--- src/rtl/vga_text_render.sv ---
// Character-cell text renderer: 8x16 glyphs, external 1-cycle text RAM and font ROM, 5-cycle pixel latency.
// Optional underline blinking cursor enabled by defining VGA_TEXT_CURSOR_EN.
module vga_text_render #(
  parameter int WIDTH     = 12,
  parameter int COL_BITS  = 7,
  parameter int ROW_BITS  = 6,
  parameter bit HSYNC_POL = 1'b0,
  parameter bit VSYNC_POL = 1'b0
) (
  input  logic                         clk,
  input  logic                         rst_n,
  input  logic [WIDTH-1:0]             hdata,
  input  logic [WIDTH-1:0]             vdata,
  input  logic                         hsync_in,
  input  logic                         vsync_in,
  input  logic                         blank_in,
  output logic [ROW_BITS+COL_BITS-1:0] text_addr,
  input  logic [15:0]                  text_data,
  output logic [11:0]                  font_addr,
  input  logic [7:0]                   font_data,
  input  logic [COL_BITS-1:0]          cursor_col,
  input  logic [ROW_BITS-1:0]          cursor_row,
  output logic [11:0]                  rgb,
  output logic                         hsync,
  output logic                         vsync,
  output logic                         blank
);

  // {blank, hsync, vsync} as they sit while idle
  localparam logic [2:0] CTL_IDLE = {1'b1, ~HSYNC_POL, ~VSYNC_POL};

  logic [COL_BITS-1:0] col;
  logic [ROW_BITS-1:0] row;
  logic [2:0]          ctl_pipe  [5];
  logic [2:0]          x_pipe    [4];
  logic [3:0]          grow_pipe [2];
  logic [3:0]          cur_pipe;
  logic [3:0]          fg_c, bg_c, fg_d, bg_d;
  logic                cursor_hit;
  logic                pix;
  logic                unused_coord;

  assign col = hdata[COL_BITS+2:3];
  assign row = vdata[ROW_BITS+3:4];
  assign unused_coord = ^{hdata, vdata};

  function automatic logic [11:0] cga(input logic [3:0] idx);
    logic [11:0] c;
    case (idx)
      4'h0: c = 12'h000;  4'h1: c = 12'h00A;  4'h2: c = 12'h0A0;  4'h3: c = 12'h0AA;
      4'h4: c = 12'hA00;  4'h5: c = 12'hA0A;  4'h6: c = 12'hA50;  4'h7: c = 12'hAAA;
      4'h8: c = 12'h555;  4'h9: c = 12'h55F;  4'hA: c = 12'h5F5;  4'hB: c = 12'h5FF;
      4'hC: c = 12'hF55;  4'hD: c = 12'hF5F;  4'hE: c = 12'hFF5;  default: c = 12'hFFF;
    endcase
    return c;
  endfunction

`ifdef VGA_TEXT_CURSOR_EN
  logic [4:0] frame_cnt;
  logic       vsync_prev;

  always_ff @(posedge clk or negedge rst_n) begin
    if (!rst_n) begin
      frame_cnt  <= '0;
      vsync_prev <= ~VSYNC_POL;
    end else begin
      vsync_prev <= vsync_in;
      if (vsync_in == VSYNC_POL && vsync_prev != VSYNC_POL)
        frame_cnt <= frame_cnt + 5'd1;
    end
  end

  // underline on glyph rows 14-15, lit while the frame counter is in its lower half
  assign cursor_hit = (row == cursor_row) && (col == cursor_col) &&
                      (vdata[3:1] == 3'b111) && !frame_cnt[4];
`else
  logic unused_cursor;
  assign unused_cursor = ^{cursor_col, cursor_row};
  assign cursor_hit    = 1'b0;
`endif

  // bit 7 is the leftmost pixel, so 7-x is simply ~x
  assign pix = font_data[~x_pipe[3]] | cur_pipe[3];

  always_ff @(posedge clk or negedge rst_n) begin
    if (!rst_n) begin
      text_addr <= '0;
      font_addr <= '0;
      rgb       <= '0;
      fg_c      <= '0;
      bg_c      <= '0;
      fg_d      <= '0;
      bg_d      <= '0;
      cur_pipe  <= '0;
      for (int i = 0; i < 5; i++) ctl_pipe[i] <= CTL_IDLE;
      for (int i = 0; i < 4; i++) x_pipe[i] <= '0;
      for (int i = 0; i < 2; i++) grow_pipe[i] <= '0;
    end else begin
      text_addr    <= {row, col};
      ctl_pipe[0]  <= {blank_in, hsync_in, vsync_in};
      for (int i = 1; i < 5; i++) ctl_pipe[i] <= ctl_pipe[i-1];
      x_pipe[0]    <= hdata[2:0];
      for (int i = 1; i < 4; i++) x_pipe[i] <= x_pipe[i-1];
      grow_pipe[0] <= vdata[3:0];
      grow_pipe[1] <= grow_pipe[0];
      cur_pipe     <= {cur_pipe[2:0], cursor_hit};
      font_addr    <= {text_data[7:0], grow_pipe[1]};
      fg_c         <= text_data[11:8];
      bg_c         <= text_data[15:12];
      fg_d         <= fg_c;
      bg_d         <= bg_c;
      rgb          <= ctl_pipe[3][2] ? 12'h000 : cga(pix ? fg_d : bg_d);
    end
  end

  assign blank = ctl_pipe[4][2];
  assign hsync = ctl_pipe[4][1];
  assign vsync = ctl_pipe[4][0];

endmodule

--- config.mk ---
export PLATFORM = sky130hd
export DESIGN_NAME = vga_text_render
export DESIGN_NICKNAME = d
export VERILOG_FILES = /design/src/rtl/vga_text_render.sv
export SDC_FILE = /design/constraint.sdc
export NUM_CORES = 1
export LEC_CHECK = 0
export ABC_CLOCK_PERIOD_IN_PS = 2260
export BUFFER_PORTS_ARGS = -buffer_cell sky130_fd_sc_hd__buf_4
export CAP_MARGIN = 20
export CORE_UTILIZATION = 30
export DETAILED_ROUTE_END_ITERATION = 6
export HOLD_SLACK_MARGIN = 0.1
export SLEW_MARGIN = 30
export SYNTH_ARGS = -nofsm -noshare
export SYNTH_HDL_FRONTEND = slang
export SYNTH_SLANG_ARGS = --single-unit
--- constraint.sdc ---
create_clock -name clk -period 2.26 [get_ports clk]
set_clock_uncertainty 0.15 [all_clocks]
set_input_delay 0 -clock clk [delete_from_list [all_inputs] [get_ports clk]]
set_output_delay 0 -clock clk [all_outputs]
set_load 0.01 [all_outputs]
==> flow_summary_export.csv, run 1 <==
group,metric,value,unit
status,status,"finished clean",
synth,mappedNetlistArea,2326,um2
synth,synthDistinctLibCells,12,
drt,wirelength,3940,um
cells_and_area,multiInputGateArea,200.2,um2
critical_path,crit_path_start_kind,"register",
sta,period_needed,1.607,ns
clocking,insertion_delay,0.34,ns
sta,period_share,71.09,%
synth,synth_nets,181,
critical_path,cell_breakdown_of_the_critical_path,"mux2i_1 > mux4_2 > mux2i_1",
critical_path,worstSetupEndpointType,"register",
critical_path,worst_ep_required_time,2.32,ns
floorplan,effective_utilization_at_floorplan,31.56,%
critical_path,critical_path_buf_inv_count,0,
floorplan,chipWidth,90.05,um
sta,clock.fmax,622.4,MHz
floorplan,io_pins,106,
cells_and_area,fillcell_total,650,
critical_path,cpLargestDelayFamily,"multiplexers",
global_routing,global_route.usage.total,11.21,%
clocking,cts-root-buf,"clkbuf_8",
global_routing,gr-total-overflow,0,
hold_path,hp-class,"input pin to async pin",
critical_path,path_depth,3,
synth,ys_seq_elements,81,
sta,max-slew-margin-rel,54.54,%
power_and_ir_drop,worst_ir_drop_vdd,0.0003307,V
placement,io_buffers,88,
critical_path,path_class,"register to register",
synth,synthCells,115,
global_routing,grt_max_degree,82,
cells_and_area,final_cell_mix,"87 x buf_4, 66 x dfrtp_1, 40 x dlygate4sd3_1",
floorplan,placementRows,31,
synth,ys_seq_area_share,87.95,%
cells_and_area,design.final.nets,311,
cells_and_area,post_route_cells_drive_above_1_share,47.20,%
drt,drcViolationCount,0,
sta,finalSetupViolations,0,
clocking,clk_path_buf_depth,2,
drt,vias,1350,
drt,route.detailed.vias_per_inst,3.868,
clocking,clkSlewWorstSetupHoldPaths,0.08,ns
power_and_ir_drop,p_per_area,752.0,nW/um2
cells_and_area,insertedDiodeCount,0,
clocking,htree_num_levels,3,
clocking,tritoncts.num_buffers,9,
clocking,tritoncts,"built",
power_and_ir_drop,power_leakage,0.001716,uW
critical_path,critPathMostFrequentCell,"mux2i_1",
critical_path,cp_slowest_cell,"mux4_2",
sta,finalHoldViolations,0,
drt,wl_per_cell,11.29,um
run,timing.max_cap.violations,0,
drt,drtAntennaViolNets,0,
critical_path,cp_slowest_stage_delay,0.58,ns
cells_and_area,final-seq-area,2046,um2
sta,worst_pin_slew,0.6820,ns
global_routing,number_of_global_route_vias_before_repair,1486,
global_routing,number_of_antenna_violations_at_the_first_check_in_global_routing,0,
synth,synth.area.top_cells,"dfrtp_1 71%, dfstp_2 17%, mux2i_1 3.9%",
clocking,post_cts_buffers,0,
cells_and_area,layout_commonest_cell,"buf_4",
clocking,clock_sink_count,81,
cells_and_area,fin_util,48.98,%
placement,place.gp.congestion,0.6787,
critical_path,critPathMaxFanout,5,
synth,synth_largest_type_area_fraction,71.01,%
floorplan,die_height,90.05,um
global_routing,grt_first_pass_wirelength,6762,um
critical_path,cp.arrival,1.66,ns
critical_path,worst_r2r_path_depth,3,
drt,drtIter0Drc,33,
synth,yosys.area.top_type,"dfrtp_1",
sta,holdWs,0.1031,ns
synth,synthesis.yosys.warnings,0,
floorplan,core_footprint,7370,um2
cells_and_area,layout-area-overhead-vs-synth,55.19,%
floorplan,dieArea,8109,um2
sta,unrepaired_setup_endpoints_after_global_routing,"no",
drt,first_pass_iters,4,
sta,final.setup.tns,0,ns
synth,syn_area_per_cell,20.23,um2
sta,final_max_tran_viols,0,
-- logic make-up after synthesis --
group | share of synthesized area [%]
mux | 4.841
buf+inv | 3.442
simple gates | 2.367
compound gates | 1.399
flops | 87.95
-- repair_timing --
item                                   CTS  global route
endpoints found under the hold margin  105             0
gates resized for setup                  0             0
hold buffers                            40             0
-- state kept, by name, summed over array words and instances, names as in the netlist --
register	cells
grow_pipe	8
fg_d	4
bg_d	4
x_pipe	12
bg_c	4
ctl_pipe	12
font_addr	12
rgb	5
blank	1
fg_c	4
text_addr	13
vsync	1
hsync	1
-- per-stage QoR --
stage | instance area, um2 | instances | power (uW) | worst slack (ns)
finish | 3610 | 349 | 2714 | 0.6533
global route | 3610 | 349 | 2855 | 0.6019
CTS | 3606 | 349 | 2766 | 0.6422
detailed placement | 3042 | 293 | 1818 | 0.6626
global placement | 3042 | 293 | 1812 | 0.6609
floorplan | 2326 | 115 | 1667 | 0.6656
-- Yosys cell counts (all sizes together) --
| master | number |
|---|---|
| dfrtp | 66 |
| dfstp | 15 |
| mux2i | 9 |
| buf | 8 |
| nand2b | 6 |
| inv | 3 |
| and3b | 2 |
| o21bai | 2 |
| o311ai | 2 |
| clkbuf | 1 |
| mux4 | 1 |
-- metal layers --
layer	track usage [%]	vias to the layer above	share of wire [%]
li1	-	623	-
met1	11.30	647	35
met2	18.77	69	54
met3	5.245	11	9.0
met4	6.855	0	2.3
met5	0	-	0
-- area by class of cell --
type	instances	share of cell area (%)
Clock buffer	11	3.640
Tap cell	99	3.432
Inverter	3	0.3120
Sequential cell	81	56.67
Multi-Input combinational cell	22	5.546
Timing Repair Buffer	128	29.50
Clock inverter	5	0.9012
-- power breakdown --
part	total (uW)	switching [uW]	internal, uW	leakage (uW)
Sequential	1570	28.3	1540	0.000933
Clock	873	478	395	0.0000753
Combinational	276	103	173	0.000708
-- final timing paths --
kind                                             start                      end  slack, ns
worst max-delay path               x_pipe[0]$_DFF_PN0_         rgb[7]$_DFF_PN0_       0.65
worst min-delay path                             rst_n        fg_d[3]$_DFF_PN0_       0.10
worst max register to register     x_pipe[0]$_DFF_PN0_         rgb[7]$_DFF_PN0_       0.65
worst min register to register  ctl_pipe[10]$_DFF_PN1_    ctl_pipe[7]$_DFF_PN1_       0.20
max in group asynchronous                        rst_n   text_addr[4]$_DFF_PN0_       1.38
min in group clk                              vdata[7]  text_addr[10]$_DFF_PN0_       0.16
Power figures use the tool's default switching activity.
==> run 2: changes to the inputs <==
--- a/config.mk
+++ b/config.mk
@@ -5,7 +5,7 @@
 export SDC_FILE = /design/constraint.sdc
 export NUM_CORES = 1
 export LEC_CHECK = 0
-export ABC_CLOCK_PERIOD_IN_PS = 2260
+export ABC_CLOCK_PERIOD_IN_PS = 1610
 export BUFFER_PORTS_ARGS = -buffer_cell sky130_fd_sc_hd__buf_4
 export CAP_MARGIN = 20
 export CORE_UTILIZATION = 30
==> constraint.sdc (replaced) <==
create_clock -name clk -period 1.61 [get_ports clk]
set_clock_uncertainty 0.15 [all_clocks]
set_input_delay 0 -clock clk [delete_from_list [all_inputs] [get_ports clk]]
set_output_delay 0 -clock clk [all_outputs]
set_load 0.01 [all_outputs]
==> run 2 against run 1 <==
Compared with the run above: non-clock buffer count is 3 higher; sequential share of layout area is 0.53 points lower; combinational power is 43% higher; final area is 1.0% higher; power is 41% higher; via count is 0.96% higher; largest power group unchanged; die area stayed put; register-to-register slack worse by 0.63 ns; highest routed layer unchanged; clock-buffer cell count stayed put; critical path depth stayed put; global-route usage is 0.22 points lower.
==> flow_summary_export.csv, run 2 (same netlist as run 1, synthesis figures left out) <==
group,metric,value,unit
drt,first_pass_iters,3,
hold_path,hold_path.startpoint,"hdata[2]",
critical_path,cp.arrival,1.64,ns
global_routing,grt_first_pass_wirelength,6720,um
clocking,clock_sink_count,81,
cells_and_area,multiInputGateArea,200.2,um2
floorplan,die_height,90.05,um
floorplan,io_pins,106,
placement,io_buffers,88,
floorplan,core_footprint,7370,um2
cells_and_area,post_route_cells_drive_above_1_share,47.83,%
cells_and_area,largest-register,"text_addr",
hold_path,hp-class,"input pin to register",
global_routing,grt_max_degree,37,
drt,drtAntennaViolNets,0,
clocking,clk_path_buf_depth,2,
critical_path,setup.reg_to_reg.worst_slack,0.02,ns
drt,wirelength,3957,um
drt,route.detailed.vias_per_inst,3.872,
floorplan,dieArea,8109,um2
global_routing,number_of_global_route_vias_before_repair,1488,
critical_path,crit_path_start_kind,"register",
global_routing,number_of_antenna_violations_at_the_first_check_in_global_routing,0,
placement,worst_slack_after_detailed_placement,0.002534,ns
clocking,tritoncts.num_buffers,9,
global_routing,gr-total-overflow,0,
run,timing.max_cap.violations,0,
floorplan,placementRows,31,
critical_path,cp_slowest_stage_delay,0.56,ns
sta,final_max_tran_viols,0,
clocking,post_cts_buffers,0,
critical_path,worst_ep_required_time,1.66,ns
cells_and_area,final_cell_mix,"89 x buf_4, 65 x dfrtp_1, 41 x dlygate4sd3_1",
critical_path,path_class,"register to register",
drt,drcViolationCount,0,
critical_path,worstSetupEndpointType,"register",
power_and_ir_drop,p_per_area,1047,nW/um2
drt,drtIter0Drc,38,
placement,place.gp.congestion,0.6982,
placement,post-dp-hpwl,2485,um
clocking,insertion_delay,0.34,ns
critical_path,critPathMaxFanout,5,
floorplan,effective_utilization_at_floorplan,31.56,%
drt,vias,1363,
sta,holdWs,0.1617,ns
sta,clock.fmax,630.0,MHz
cells_and_area,layout-area-overhead-vs-synth,56.75,%
critical_path,worstSetupStartpoint,"x_pipe[0]$_DFF_PN0_",
sta,period_share,98.60,%
cells_and_area,layout_commonest_cell,"buf_4",
sta,unrepaired_setup_endpoints_after_global_routing,"yes",
critical_path,worstReg2RegStart,"x_pipe[0]$_DFF_PN0_",
placement,numPlacedInstances,295,
cells_and_area,fillcell_total,633,
sta,setup_slack,0.02261,ns
critical_path,cell_breakdown_of_the_critical_path,"mux2i_1 > mux4_2 > mux2i_1",
floorplan,chipWidth,90.05,um
cells_and_area,design.final.nets,314,
clocking,htree_num_levels,3,
sta,finalSetupViolations,0,
drt,wl_per_cell,11.24,um
sta,worst_pin_slew,0.4547,ns
cells_and_area,layoutNonFillerInstCount,352,
sta,period_needed,1.587,ns
sta,finalHoldViolations,0,
clocking,cts-root-buf,"clkbuf_8",
global_routing,global_route.usage.total,10.99,%
status,status,"finished clean",
clocking,clkSlewWorstSetupHoldPaths,0.08,ns
cells_and_area,insertedDiodeCount,0,
power_and_ir_drop,power_leakage,0.001736,uW
critical_path,cp_slowest_cell,"mux4_2",
cells_and_area,final-seq-area,2047,um2
sta,max-slew-margin-rel,69.69,%
cells_and_area,fin_util,49.47,%
power_and_ir_drop,worst_ir_drop_vdd,0.0006707,V
cells_and_area,largest_reg_flops,13,
critical_path,critPathMostFrequentCell,"mux2i_1",
clocking,tritoncts,"built",
-- run 2: per-stage QoR --
stage          total power [uW]  TNS [ns]  instance area (um2)
6_report                   3817         0                 3646
5_1_grt                    4010   -0.1475                 3646
4_1_cts                    3872         0                 3646
3_5_place_dp               2560         0                 3069
3_3_place_gp               2553         0                 3069
2_1_floorplan              2340         0                 2326
-- run 2: report_power, final --
group,switching (uW),total [uW],internal [uW]
logic,146,396,250
clock network,665,1220,558
registers,40.3,2200,2160
total,851,3820,2970
-- run 2: timing repair --
action / 4_1_cts / 5_1_grt
endpoints found under the setup margin: 5 / 5
gates resized for setup: 1 / 0
hold buffers: 41 / 0
hold endpoints to repair: 120 / 0
-- run 2: area by class of cell --
class / instances / share of cell area [%]
sequential: 81 / 56.14
timing repair buffer: 131 / 30.13
multi-input combinational: 22 / 5.491
clock buffer: 11 / 3.603
tap: 99 / 3.397
clock inverter: 5 / 0.9266
inverter: 3 / 0.3089
-- run 2: routing by layer --
layer / global-route usage, % / up-vias / part of all wire [%]
met2: 18.13 / 69 / 51
met3: 7.276 / 9 / 11
met5: 0 / - / 0
met4: 4.032 / 0 / 1.6
li1: - / 627 / -
met1: 11.04 / 658 / 36
-- run 2: critical path: cells and delay by family, from the launching register on --
kind / cells / cell delay, ns
flops: 1 / 0.46
mux: 3 / 0.85
-- run 2: path summary, 6_finish.rpt --
path,endpoint,depth (start not counted)
worst max-delay path,rgb[7]$_DFF_PN0_,3
worst min-delay path,x_pipe[11]$_DFF_PN0_,2
worst max register to register,rgb[7]$_DFF_PN0_,3
worst min register to register,font_addr[0]$_DFF_PN0_,0
max in group asynchronous,ctl_pipe[10]$_DFF_PN1_,4
min in group asynchronous,fg_d[0]$_DFF_PN0_,3
==> run 3: changes to the inputs <==
--- a/config.mk
+++ b/config.mk
@@ -5,11 +5,12 @@
 export SDC_FILE = /design/constraint.sdc
 export NUM_CORES = 1
 export LEC_CHECK = 0
-export ABC_CLOCK_PERIOD_IN_PS = 1610
+export ABC_CLOCK_PERIOD_IN_PS = 1850
 export BUFFER_PORTS_ARGS = -buffer_cell sky130_fd_sc_hd__buf_4
 export CAP_MARGIN = 20
 export CORE_UTILIZATION = 30
 export DETAILED_ROUTE_END_ITERATION = 6
+export GPL_ROUTABILITY_DRIVEN = 0
 export HOLD_SLACK_MARGIN = 0.1
 export SLEW_MARGIN = 30
 export SYNTH_ARGS = -nofsm -noshare
==> constraint.sdc (replaced) <==
create_clock -name clk -period 1.85 [get_ports clk]
set_clock_uncertainty 0.15 [all_clocks]
set_input_delay 0 -clock clk [delete_from_list [all_inputs] [get_ports clk]]
set_output_delay 0 -clock clk [all_outputs]
set_load 0.01 [all_outputs]
==> run 3 against run 2 <==
Compared with the run above: clock power fell by 7%; worst setup slack improved by 0.20 ns; sequential power down 13%; die area unchanged; utilization is essentially flat; largest power group unchanged.
==> flow_summary_export.csv, run 3 (same netlist as run 1, synthesis figures left out) <==
group,metric,value,unit
critical_path,cp_slowest_stage_delay,0.58,ns
critical_path,crit_path_start_kind,"register",
floorplan,effective_utilization_at_floorplan,31.56,%
hold_path,hp-class,"input pin to register",
critical_path,critPathMaxFanout,5,
clocking,clkSlewWorstSetupHoldPaths,0.09,ns
sta,max-slew-margin-rel,68.59,%
clocking,tritoncts,"built",
critical_path,worst_ep_required_time,1.91,ns
power_and_ir_drop,netSwitchingPower,803.0,uW
cells_and_area,layout_commonest_cell,"buf_4",
clocking,clk_path_buf_depth,2,
drt,vias,1373,
critical_path,cp_slowest_cell,"mux4_2",
clocking,cts_resized,0,
floorplan,core_footprint,7370,um2
hold_path,hold_path.startpoint,"text_data[7]",
cells_and_area,final_cell_mix,"88 x buf_4, 66 x dfrtp_1, 41 x dlygate4sd3_1",
drt,route.detailed.vias_per_inst,3.912,
critical_path,worstSetupEndpointType,"register",
cells_and_area,fin_util,49.49,%
global_routing,global_route.usage.total,11.48,%
floorplan,placementRows,31,
global_routing,number_of_antenna_violations_at_the_first_check_in_global_routing,0,
sta,finalHoldViolations,0,
cells_and_area,post_route_cells_drive_above_1_share,48.02,%
clocking,htree_num_levels,3,
global_routing,grt_first_pass_wirelength,6982,um
sta,unrepaired_setup_endpoints_after_global_routing,"no",
drt,wirelength,4082,um
sta,worst_pin_slew,0.4712,ns
power_and_ir_drop,cellInternalPower,2589,uW
power_and_ir_drop,portion_of_total_power_attributed_to_combinational_logic,10.1,%
power_and_ir_drop,worst_ir_drop_vdd,0.0006013,V
clocking,insertion_delay,0.35,ns
floorplan,die_height,90.05,um
critical_path,setup.reg_to_reg.worst_slack,0.22,ns
drt,drtIter0Drc,55,
clocking,post_cts_hold_buffer_count,41,
power_and_ir_drop,p_per_area,930.1,nW/um2
drt,drtAntennaViolNets,0,
placement,post-dp-hpwl,2522,um
power_and_ir_drop,register_share_of_total_power,56.4,%
critical_path,cp.arrival,1.69,ns
cells_and_area,layout-area-overhead-vs-synth,56.80,%
drt,wl_per_cell,11.63,um
power_and_ir_drop,share_clk_of_total_power,33.5,%
global_routing,grt_max_degree,46,
global_routing,number_of_global_route_vias_before_repair,1540,
cells_and_area,largest_reg_flops,13,
hold_path,worst_hold_path.endpoint,"font_addr[11]$_DFF_PN0_",
clocking,cts-root-buf,"clkbuf_8",
critical_path,path_class,"register to register",
sta,period_share,88.06,%
sta,final.setup.tns,0,ns
clocking,tritoncts.num_buffers,9,
cells_and_area,design.final.nets,313,
power_and_ir_drop,power_leakage,0.001740,uW
power_and_ir_drop,switching_share,23.67,%
drt,first_pass_iters,2,
run,timing.max_cap.violations,0,
sta,final_max_tran_viols,0,
cells_and_area,insertedDiodeCount,0,
floorplan,chipWidth,90.05,um
critical_path,cell_breakdown_of_the_critical_path,"mux2i_1 > mux4_2 > mux2i_1",
critical_path,worstReg2RegStart,"x_pipe[0]$_DFF_PN0_",
floorplan,dieArea,8109,um2
floorplan,io_pins,106,
clocking,post_cts_buffers,0,
status,status,"finished clean",
clocking,clock_sink_count,81,
hold_path,timing.hold.worst_path_depth,2,
critical_path,rr_endpoint,"rgb[7]$_DFF_PN0_",
placement,io_buffers,88,
global_routing,gr-total-overflow,0,
critical_path,worst_r2r_path_depth,3,
sta,clock.fmax,613.8,MHz
sta,period_needed,1.629,ns
sta,finalSetupViolations,0,
cells_and_area,largest-register,"text_addr",
drt,drcViolationCount,0,
critical_path,critPathMostFrequentCell,"mux2i_1",
run 3: power groups by stage:
stage | logic [uW] | clock network [uW] | registers, uW
2_1_floorplan | 74.1 | 0 | 1960
3_3_place_gp | 275 | 0 | 1940
3_5_place_dp | 279 | 0 | 1950
4_1_cts | 348 | 1180 | 1920
5_1_grt | 373 | 1280 | 1930
6_report | 344 | 1140 | 1910
run 3: metal layers:
metal | wire, um | up-vias | part of all wire [%] | global-route usage [%]
met1 | 1435 | 667 | 35 | 11.51
met2 | 2159 | 69 | 53 | 19.40
met5 | 0 | - | 0 | 0
li1 | - | 627 | - | -
met3 | 430 | 10 | 11 | 7.107
met4 | 57 | 0 | 1.4 | 4.032
run 3: how the worst max path moves through the flow:
stage                                   start          endpoint  slack [ns]  cells after the start
after global placement    x_pipe[0]$_DFF_PN0_  rgb[7]$_DFF_PN0_        0.25                      3
after global routing      x_pipe[0]$_DFF_PN0_  rgb[7]$_DFF_PN0_        0.15                      3
after detailed placement  x_pipe[0]$_DFF_PN0_  rgb[7]$_DFF_PN0_        0.24                      3
after CTS                 x_pipe[0]$_DFF_PN0_  rgb[7]$_DFF_PN0_        0.20                      3
after floorplan           x_pipe[0]$_DFF_PN0_  rgb[7]$_DFF_PN0_        0.26                      5
final                     x_pipe[0]$_DFF_PN0_  rgb[7]$_DFF_PN0_        0.22                      3
run 3: cell type report:
class                   count  area [um2]
clock buffers               9       123.9
flip-flops and latches     81        2046
multi-input cells          22       200.2
repair buffers            130        1091
fillers                   630        3722
well taps                  99       123.9
clock inverters             7       51.30
inverters                   3       11.26
run 3: through the flow:
stage | total power (uW) | hold WS, ns | worst slack, ns | cell area (um2) | cells
6_report | 3392 | 0.1455 | 0.2208 | 3647 | 351
5_1_grt | 3582 | 0.1223 | 0.1519 | 3647 | 351
4_1_cts | 3442 | 0.1262 | 0.2039 | 3647 | 351
3_5_place_dp | 2227 | -0.1621 | 0.2351 | 3062 | 294
3_3_place_gp | 2220 | -0.1665 | 0.2543 | 3062 | 294
2_1_floorplan | 2036 | -0.4456 | 0.2556 | 2326 | 115
run 3: worst max-delay path: cells and delay by family, from the launching register on:
family  cells  cell delay [ns]
flops       1             0.45
mux         3             0.88
